### config.mk
export PLATFORM = sky130hd
export DESIGN_NAME = regfile_multiport_flat
export DESIGN_NICKNAME = d
export VERILOG_FILES = /design/src/rtl/regfile_multiport_pkg.sv /design/src/rtl/regfile_multiport_if.sv /design/src/rtl/regfile_multiport_scoreboard.sv /design/src/rtl/regfile_multiport.sv /design/src/flat_wrapper.sv
export SDC_FILE = /design/constraint.sdc
export NUM_CORES = 2
export LEC_CHECK = 0
export BUFFER_PORTS_ARGS = -buffer_cell sky130_fd_sc_hd__buf_2
export CAP_MARGIN = 20
export CELL_PAD_IN_SITES_DETAIL_PLACEMENT = 2
export CELL_PAD_IN_SITES_GLOBAL_PLACEMENT = 2
export CORE_ASPECT_RATIO = 1.5
export CORE_UTILIZATION = 35
export DETAILED_ROUTE_END_ITERATION = 6
export PLACE_DENSITY_LB_ADDON = 0.1
export SLEW_MARGIN = 20
export SYNTH_ARGS = -nofsm -noshare
export SYNTH_HDL_FRONTEND = slang
export SYNTH_SLANG_ARGS = --single-unit
export TNS_END_PERCENT = 50
### constraint.sdc
create_clock -name clk -period 9.45 [get_ports clk]
set_clock_uncertainty 0.15 [all_clocks]
set_input_delay 0.4725 -clock clk [delete_from_list [all_inputs] [get_ports clk]]
set_output_delay 0.4725 -clock clk [all_outputs]
set_load 0.01 [all_outputs]
### src/rtl/regfile_multiport_pkg.sv
`default_nettype none
// +--------------------------------------------------------------------------+
// | regfile_pkg : shared constants, types and helpers for regfile_multiport  |
// | Rev 1.0                                                                  |
// +--------------------------------------------------------------------------+
package regfile_pkg;

  localparam int c_DEF_DATA_WIDTH = 64;
  localparam int c_DEF_NUM_REGS   = 32;
  localparam int c_DEF_NUM_READ   = 2;
  localparam int c_DEF_NUM_WRITE  = 1;
  localparam int c_DEF_BYPASS     = 1;
  localparam int c_DEF_ZERO_REG   = 1;

  // A 1-wide address still needs one bit, hence the floor at 1.
  function automatic int addr_w(input int n);
    return (n < 2) ? 1 : $clog2(n);
  endfunction

  localparam int c_DEF_ADDR_W = addr_w(c_DEF_NUM_REGS);

  typedef logic [c_DEF_ADDR_W-1:0]     reg_addr_t;
  typedef logic [c_DEF_DATA_WIDTH-1:0] reg_data_t;

endpackage
`default_nettype wire

### src/rtl/regfile_multiport_if.sv
`default_nettype none
// +--------------------------------------------------------------------------+
// | regfile_multiport_if : read/write/issue bus of the multi-port regfile    |
// | Rev 1.0                                                                  |
// +--------------------------------------------------------------------------+
interface regfile_multiport_if #(
  parameter int DATA_WIDTH = regfile_pkg::c_DEF_DATA_WIDTH,
  parameter int NUM_REGS   = regfile_pkg::c_DEF_NUM_REGS,
  parameter int NUM_READ   = regfile_pkg::c_DEF_NUM_READ,
  parameter int NUM_WRITE  = regfile_pkg::c_DEF_NUM_WRITE
);
  localparam int ADDR_W = regfile_pkg::addr_w(NUM_REGS);

  logic [NUM_WRITE-1:0]            we;
  logic [NUM_WRITE*ADDR_W-1:0]     waddr;
  logic [NUM_WRITE*DATA_WIDTH-1:0] wdata;
  logic [NUM_READ*ADDR_W-1:0]      raddr;
  logic [NUM_READ*DATA_WIDTH-1:0]  rdata;
  logic [NUM_READ-1:0]             rbusy;
  logic                            issue_valid;
  logic [ADDR_W-1:0]               issue_rd;
  logic [NUM_REGS-1:0]             busy_vec;

  modport master (
    output we, waddr, wdata, raddr, issue_valid, issue_rd,
    input  rdata, rbusy, busy_vec
  );

  modport slave (
    input  we, waddr, wdata, raddr, issue_valid, issue_rd,
    output rdata, rbusy, busy_vec
  );
endinterface
`default_nettype wire

### src/rtl/regfile_multiport_scoreboard.sv
`default_nettype none
// +--------------------------------------------------------------------------+
// | regfile_scoreboard : per-register busy FSMs and per-read busy lookup     |
// | Rev 1.0                                                                  |
// +--------------------------------------------------------------------------+
module regfile_scoreboard #(
  parameter int NUM_REGS  = 32,
  parameter int NUM_READ  = 2,
  parameter int NUM_WRITE = 1,
  parameter int BYPASS    = 1,
  parameter int ZERO_REG  = 1,
  parameter int ADDR_W    = 5
) (
  input  wire logic                        clk,
  input  wire logic                        rst,
  input  wire logic [NUM_WRITE-1:0]        i_we,
  input  wire logic [NUM_WRITE*ADDR_W-1:0] i_waddr,
  input  wire logic                        i_issue_valid,
  input  wire logic [ADDR_W-1:0]           i_issue_rd,
  input  wire logic [NUM_READ*ADDR_W-1:0]  i_raddr,
  output logic      [NUM_REGS-1:0]         o_busy_vec,
  output logic      [NUM_READ-1:0]         o_rbusy
);
  localparam logic [0:0] c_IDLE = 1'b0;
  localparam logic [0:0] c_BUSY = 1'b1;

  logic [NUM_REGS-1:0] r_state;
  logic [NUM_REGS-1:0] w_state_nxt;
  logic [NUM_REGS-1:0] w_wr_hit;
  logic [NUM_REGS-1:0] w_iss_hit;

  always_ff @(posedge clk) begin
    if (rst) begin
      for (int r = 0; r < NUM_REGS; r++) r_state[r] <= c_IDLE;
    end else begin
      r_state <= w_state_nxt;
    end
  end

  always_comb begin
    w_wr_hit  = '0;
    w_iss_hit = '0;
    for (int r = 0; r < NUM_REGS; r++) begin
      for (int j = 0; j < NUM_WRITE; j++) begin
        if (i_we[j] && (i_waddr[j*ADDR_W +: ADDR_W] == ADDR_W'(r))) w_wr_hit[r] = 1'b1;
      end
      w_iss_hit[r] = i_issue_valid && (i_issue_rd == ADDR_W'(r))
                     && !((ZERO_REG != 0) && (r == 0));
    end
  end

  // A new issue beats a same-cycle writeback: the fresh producer still owes a result.
  always_comb begin
    w_state_nxt = '0;
    for (int r = 0; r < NUM_REGS; r++) begin
      case (r_state[r])
        c_IDLE:  w_state_nxt[r] = w_iss_hit[r] ? c_BUSY : c_IDLE;
        c_BUSY:  w_state_nxt[r] = (w_iss_hit[r] || !w_wr_hit[r]) ? c_BUSY : c_IDLE;
        default: w_state_nxt[r] = c_IDLE;
      endcase
    end
  end

  always_comb begin
    o_busy_vec = '0;
    for (int r = 0; r < NUM_REGS; r++) o_busy_vec[r] = (r_state[r] == c_BUSY);
  end

  for (genvar i = 0; i < NUM_READ; i++) begin : g_rbusy
    logic [ADDR_W-1:0] w_ra;
    logic              w_rbusy;

    assign w_ra = i_raddr[i*ADDR_W +: ADDR_W];

    always_comb begin
      w_rbusy = o_busy_vec[w_ra];
      if ((BYPASS != 0) && w_wr_hit[w_ra]) w_rbusy = 1'b0;
      if ((ZERO_REG != 0) && (w_ra == '0)) w_rbusy = 1'b0;
    end

    assign o_rbusy[i] = w_rbusy;
  end

endmodule
`default_nettype wire

### src/rtl/regfile_multiport.sv
`default_nettype none
// +--------------------------------------------------------------------------+
// | regfile_multiport : multi-port register file with bypass and scoreboard  |
// | Rev 1.0                                                                  |
// +--------------------------------------------------------------------------+
module regfile_multiport
  import regfile_pkg::*;
#(
  parameter int DATA_WIDTH = c_DEF_DATA_WIDTH,
  parameter int NUM_REGS   = c_DEF_NUM_REGS,
  parameter int NUM_READ   = c_DEF_NUM_READ,
  parameter int NUM_WRITE  = c_DEF_NUM_WRITE,
  parameter int BYPASS     = c_DEF_BYPASS,
  parameter int ZERO_REG   = c_DEF_ZERO_REG
) (
  input  wire logic          clk,
  input  wire logic          rst,
  regfile_multiport_if.slave bus
);
  localparam int ADDR_W = addr_w(NUM_REGS);

  logic [DATA_WIDTH-1:0] r_mem [NUM_REGS];

  // Later ports overwrite earlier ones in the same edge, so the highest index wins.
  always_ff @(posedge clk) begin
    if (rst) begin
      for (int r = 0; r < NUM_REGS; r++) r_mem[r] <= '0;
    end else begin
      for (int j = 0; j < NUM_WRITE; j++) begin
        if (bus.we[j] && !((ZERO_REG != 0) && (bus.waddr[j*ADDR_W +: ADDR_W] == '0))) begin
          r_mem[bus.waddr[j*ADDR_W +: ADDR_W]] <= bus.wdata[j*DATA_WIDTH +: DATA_WIDTH];
        end
      end
    end
  end

  for (genvar i = 0; i < NUM_READ; i++) begin : g_read
    logic [ADDR_W-1:0]     w_ra;
    logic [DATA_WIDTH-1:0] w_rdata;

    assign w_ra = bus.raddr[i*ADDR_W +: ADDR_W];

    always_comb begin
      w_rdata = r_mem[w_ra];
      if (BYPASS != 0) begin
        for (int j = 0; j < NUM_WRITE; j++) begin
          if (bus.we[j] && (bus.waddr[j*ADDR_W +: ADDR_W] == w_ra)) begin
            w_rdata = bus.wdata[j*DATA_WIDTH +: DATA_WIDTH];
          end
        end
      end
      if ((ZERO_REG != 0) && (w_ra == '0)) w_rdata = '0;
    end

    assign bus.rdata[i*DATA_WIDTH +: DATA_WIDTH] = w_rdata;
  end

  regfile_scoreboard #(
    .NUM_REGS  (NUM_REGS),
    .NUM_READ  (NUM_READ),
    .NUM_WRITE (NUM_WRITE),
    .BYPASS    (BYPASS),
    .ZERO_REG  (ZERO_REG),
    .ADDR_W    (ADDR_W)
  ) u_scoreboard (
    .clk           (clk),
    .rst           (rst),
    .i_we          (bus.we),
    .i_waddr       (bus.waddr),
    .i_issue_valid (bus.issue_valid),
    .i_issue_rd    (bus.issue_rd),
    .i_raddr       (bus.raddr),
    .o_busy_vec    (bus.busy_vec),
    .o_rbusy       (bus.rbusy)
  );

endmodule
`default_nettype wire

### src/flat_wrapper.sv
// flat-port wrapper written by rule: the top's interface ports become plain ports
module regfile_multiport_flat import regfile_pkg::*;
#(
  parameter int DATA_WIDTH = c_DEF_DATA_WIDTH,
  parameter int NUM_REGS   = c_DEF_NUM_REGS,
  parameter int NUM_READ   = c_DEF_NUM_READ,
  parameter int NUM_WRITE  = c_DEF_NUM_WRITE,
  parameter int BYPASS     = c_DEF_BYPASS,
  parameter int ZERO_REG   = c_DEF_ZERO_REG
)
  (clk, rst, bus_we, bus_waddr, bus_wdata, bus_raddr, bus_issue_valid, bus_issue_rd, bus_rdata, bus_rbusy, bus_busy_vec);
  regfile_multiport_if #(.DATA_WIDTH(DATA_WIDTH), .NUM_REGS(NUM_REGS), .NUM_READ(NUM_READ), .NUM_WRITE(NUM_WRITE)) bus_i ();
  input  wire logic clk;
  input  wire logic rst;
  input wire logic [$bits(bus_i.we)-1:0] bus_we;
  input wire logic [$bits(bus_i.waddr)-1:0] bus_waddr;
  input wire logic [$bits(bus_i.wdata)-1:0] bus_wdata;
  input wire logic [$bits(bus_i.raddr)-1:0] bus_raddr;
  input wire logic [$bits(bus_i.issue_valid)-1:0] bus_issue_valid;
  input wire logic [$bits(bus_i.issue_rd)-1:0] bus_issue_rd;
  output wire logic [$bits(bus_i.rdata)-1:0] bus_rdata;
  output wire logic [$bits(bus_i.rbusy)-1:0] bus_rbusy;
  output wire logic [$bits(bus_i.busy_vec)-1:0] bus_busy_vec;
  assign bus_i.we = bus_we;
  assign bus_i.waddr = bus_waddr;
  assign bus_i.wdata = bus_wdata;
  assign bus_i.raddr = bus_raddr;
  assign bus_i.issue_valid = bus_issue_valid;
  assign bus_i.issue_rd = bus_issue_rd;
  assign bus_rdata = bus_i.rdata;
  assign bus_rbusy = bus_i.rbusy;
  assign bus_busy_vec = bus_i.busy_vec;
  regfile_multiport #(.DATA_WIDTH(DATA_WIDTH), .NUM_REGS(NUM_REGS), .NUM_READ(NUM_READ), .NUM_WRITE(NUM_WRITE), .BYPASS(BYPASS), .ZERO_REG(ZERO_REG)) u_core (.clk(clk), .rst(rst), .bus(bus_i));
endmodule
After elaboration in Yosys (flattened, before gate mapping)
Memories as Yosys holds them, arrays and structs flattened.
Index checks and enable logic that the tools add are counted.

storage, ports and cells
  bits in registers = 32
  memory bits (writable) = 2,048
  input port bits = 88
  output and inout bits = 162
  word-level logic and storage cells = 384
  memories kept = 1

memories
  name          depth  width  rd ports  clocked after Yosys merged registers in  write ports  line                     RTL
  u_core.r_mem  32     64     2         0                                        32           regfile_multiport.sv:22  logic [DATA_WIDTH-1:0] r_mem [NUM_REGS];

cells by class
  order comparisons = 2
  equal/unequal tests = 64
  muxes and demuxes = 151
  bitwise gates (word level) = 32
  reduce and logical (&&, ||, !) cells = 133

operators with widths
  cell                  number
  $mux W64              5
  $eq A5 B5 Y1 const B  32
  $mux W1               109
  $eq A5 B4 Y1 const B  16
  $logic_and A1 B1 Y1   66
  $pmux W1 S2           32
  $reduce_or A64 Y1     1
  $eq A5 B3 Y1 const B  8
  $logic_not A1 Y1      32
  $not A1 Y1            32
  $logic_or A1 B1 Y1    31
  $bmux W1 S5           4
  $eq A5 B2 Y1 const B  4
  $logic_not A5 Y1      3
  $lt A5 B6 Y1 const B  2
  $eq A5 B1 Y1 const B  2
  $eq A5 B5 Y1          2
  $mux W5               1

Longest topological paths before layout
  word-level depth = 8
  gate-level depth with buffers = 9
  depth with buffers taken out = 5

By module
A second synthesis with hierarchy kept.

unflattened totals
  cell total of the unflattened synthesis = 7,205
  area total of the unflattened synthesis = 110,145.6 um^2

by module, submodules not included
  module              times used  cells each  area an instance (um^2)  sequential area each (um^2)
  regfile_multiport   1           6,952       108,011.1                61,499.0
  regfile_scoreboard  1           253         2,134.5                  640.6

Least setup slack after synthesis
OpenSTA, ideal clock, no wires.

  kind = input -> register
  from = input bus_waddr[2]
  to = memory u_core.r_mem[16][0] in the netlist's numbering, enable pin
  library setup time = 432 ps
  arrival time = 2,854 ps
  required time = 8,868 ps
  setup slack = 6,014 ps
  stages = 4
  path buffers = 1
  cell sequence = buf_2 or3_1 or3_1 nand2b_1

RTL lines
  what             line                     RTL
  start, declared  flat_wrapper.sv:16       input wire logic [$bits(bus_i.waddr)-1:0] bus_waddr;
  end, declared    regfile_multiport.sv:22

Worst setup path after layout
  from = input bus_waddr[3]
  to = output bus_rdata[108]

between the ends
  word-level cells in the longest chain between the ends = 4

RTL lines
  what                 line                     RTL
  $eq A5 B5 Y1         regfile_multiport.sv:47  if (bus.we[j] && (bus.waddr[j*ADDR_W +: ADDR_W] == w_ra)) begin
  $logic_and A1 B1 Y1  regfile_multiport.sv:47
  $mux W64             regfile_multiport.sv:47
  $mux W64             regfile_multiport.sv:52  if ((ZERO_REG != 0) && (w_ra == '0)) w_rdata = '0;
  end, declared        flat_wrapper.sv:21       output wire logic [$bits(bus_i.rdata)-1:0] bus_rdata;

No other way between the ends.

==> results.md <==
* Post-synthesis adder-cell area fraction at 0%
* Worst hold path class: input pin to register
* Initial Util at between 30% and 40%
* Area leader, netlist: edfxtp_1
* Clock Tree Buf Depth at 4
* Commonest cells post-synth: 2048 x edfxtp_1, 1989 x and2_1, 1045 x mux4_2
* Synthesized instance count at 7209
* Worst Path Required at 8.83 ns
* Area share of and/or/nand/nor cells after synthesis at 13.3%
* Hold violation count in the final report at 0
* Post-DP HPWL at around 300000 µm
* Synthesized area at around 110000 µm²
* DR WL/cell at between 40 and 50 µm
* Leak at approximately 42 nW
* Area grow syn2layout at 12.0%
* CP Cell Sequence: dlygate4sd3_1 > buf_2 > xnor2_1 > nand4_1 > nor2_2 > or3_1 > o211ai_1 > buf_2
* Layout cells sized above 1 at 26.0%
* Compound-Gate Fraction of Synth Area at under 10%
* Final period demand of the worst path at approximately 5.8 ns
* Htree depth at 4
* Maxcap violations at 0
* Die X-Extent at between 400 and 500 µm
* First-pass GRT wire length at ~710000 µm
* Slowest CP cell: nor2_2
* Synthesis Warnings at 0
* Yosys cell types at 54
* Buf/Inv on CP at 3
* Routed Antenna Nets at 0
* Synth Flop Type: edfxtp_1
* GR Overflow Total at 0
* Num CTS Buffers at about 230
* Num rows at around 250
* CP max stage delay at 1.16 ns
* Worst setup SP type: input pin
* CP Capture Type: primary output
* Worst slew pin tran at 1.27 ns
* Setup_tns at 0 ns
* Post-synth top area share at 55.8%
* Crit-path max FO at 12
* Tcrit/Tclk final at around three fifths
* # DRC at 0
* Sequential share of the synthesized area at a little under three fifths
* Xor/xnor cell area share of the yosys netlist at 0.0795%
* CTS root buf: clkbuf_16
* Status: complete, no violations
* Largest family of logic cells by synthesized area: multiplexers
* Total wire length at approximately 530000 µm
* Count leader, synth: edfxtp_1
* Pre-CTS setup slack at slightly above 4 ns
* Synth area leaders: edfxtp_1 56%, mux4_2 21%, and2_1 11%, clkbuf_1 1.8%, mux2i_1 1.3%
* Die H at between 600 and 700 µm
* DRT Pass-1 Iters at 5
* VDD IR-drop max at between 150 and 200 µV
* Gr usage total at between 30% and 40%
* Post-CTS Setup Bufs at 0
* Max Fclk at approximately 0.17 GHz
* IO Port Bufs at approximately 250
* Worst-Skew Late Latency at 0.93 ns
* Starting DRC count in detailed routing at 9091
* Sink Count at about 2100
* Worst EP arrival at a little over 5 ns
* Setup WS post-layout at ~3.7 ns
* Mux cell area share after synthesis at a little under a quarter
* Core Area at ~310000 µm²
* Via count at about 74000
* Clock slew at reported path FFs at ~0.060 ns
* Power per cell area at about 190 nW/µm²
* Mapped Avg Cell Area at 15.3 µm²
* Final setup vio count at 0
* Crit path max-delay family: simple AND/OR/NAND/NOR gates
* Final Net Count at roughly 7300
* Die ar. at between 300000 and 400000 µm²
* Post-cts sizing count at 0
* Post-synth EDFFs at between 2000 and 2500
* GPL Wtd Cong at just over 0.8
* Vias in the first global route at slightly below 80000
* Slew headroom at roughly 15%
* # IOs at 250
* RSZ-0062 raised after global routing: no
* Critical path type: input pin to primary output
* Initial antenna violation count at 83
* DR vias/cell at between 6 and 7
* Worst path most repeated cell: buf_2
* Max-slew violations at 0
* Yosys reg bits at roughly 2100
* CTS tree: done
* Async SR Flop Fraction at 0%
* Largest net degree at the start of global routing at ~120
## path summary, 6_finish.rpt
check	endpoint	start	cells after the start	slack (ns)
max	bus_rdata[108]	bus_waddr[3]	8	3.69
min	u_core.r_mem[4][32]	bus_wdata[32]	2	0.04
max reg2reg	u_core.u_scoreboard.o_busy_vec[30]	u_core.u_scoreboard.o_busy_vec[30]	3	8.03
min reg2reg	u_core.u_scoreboard.o_busy_vec[3]	u_core.u_scoreboard.o_busy_vec[3]	2	0.37
## per-layer routing
metal / track usage [%] / vias to the layer above / share of wire, %
met5: 0 / - / 0.019
met4: 15.8 / 18 / 5.4
met3: 4.67 / 1136 / 7.1
met2: 58.4 / 3910 / 51
met1: 39.5 / 40800 / 36
li1: - / 27900 / -
## layout by cell type (no fill, tap or decap), types with 28 or more instances in the layout
master,count
a311oi_1,50
a22o_1,126
mux2i_1,141
and2_1,1987
buf_2,239
dfxtp_1,32
clkbuf_1,44
nand2_1,138
o21ai_0,33
diode_2,49
clkbuf_16,234
mux4_2,1045
a21oi_1,93
clkinv_1,59
or2_4,28
edfxtp_1,2048
conb_1,64
o22ai_1,174
buf_4,190
clkinv_2,43
a22oi_1,110
dlygate4sd3_1,36
a211oi_1,41
nand3_1,101
## registers in the layout (all words and copies together), names as in the netlist
register                        flops
u_core.r_mem                     2048
u_core.u_scoreboard.o_busy_vec     32
## cell families (layout without fill, tap and decap cells)
logic type,after synthesis,after routing
compound gates,664,664
xor+xnor,10,10
buf+inv,824,917
flops,2080,2080
mux,1189,1189
other cells,1,113
simple gates,2441,2441
## metrics by stage
step           utilization, %  hold WS [ns]  cells  area, µm²  power [mW]
6_report                 39.3        0.0367  11600     123000        23.0
4_1_cts                  39.3       0.00194  11600     123000        23.1
3_5_place_dp             36.9         0.355  11100     116000        14.1
2_1_floorplan               -         0.339   7272     110000        12.7
5_1_grt                  39.3        0.0480  11600     123000        23.5
3_3_place_gp             36.9         0.346  11100     116000        14.0
## where the power goes
group	internal, mW	switching [mW]
Combinational	1.11	1.89
Sequential	10.6	0.275
Clock	5.03	4.06
## timing repair
action                                 CTS  global route
hold buffers                            36             0
setup endpoints to repair                0             0
endpoints found under the hold margin  365             0
## layout make-up
class                   count  area [µm²]
multi-input cells        4368       45100
inverters                   3        11.3
fillers                 30300      190000
flip-flops and latches   2080       62100
clock buffers             284        6100
diodes                     49         123
clock inverters           130        1080
repair buffers            500        3620
well taps                4191        5240
Power figures use the tool's default switching activity.
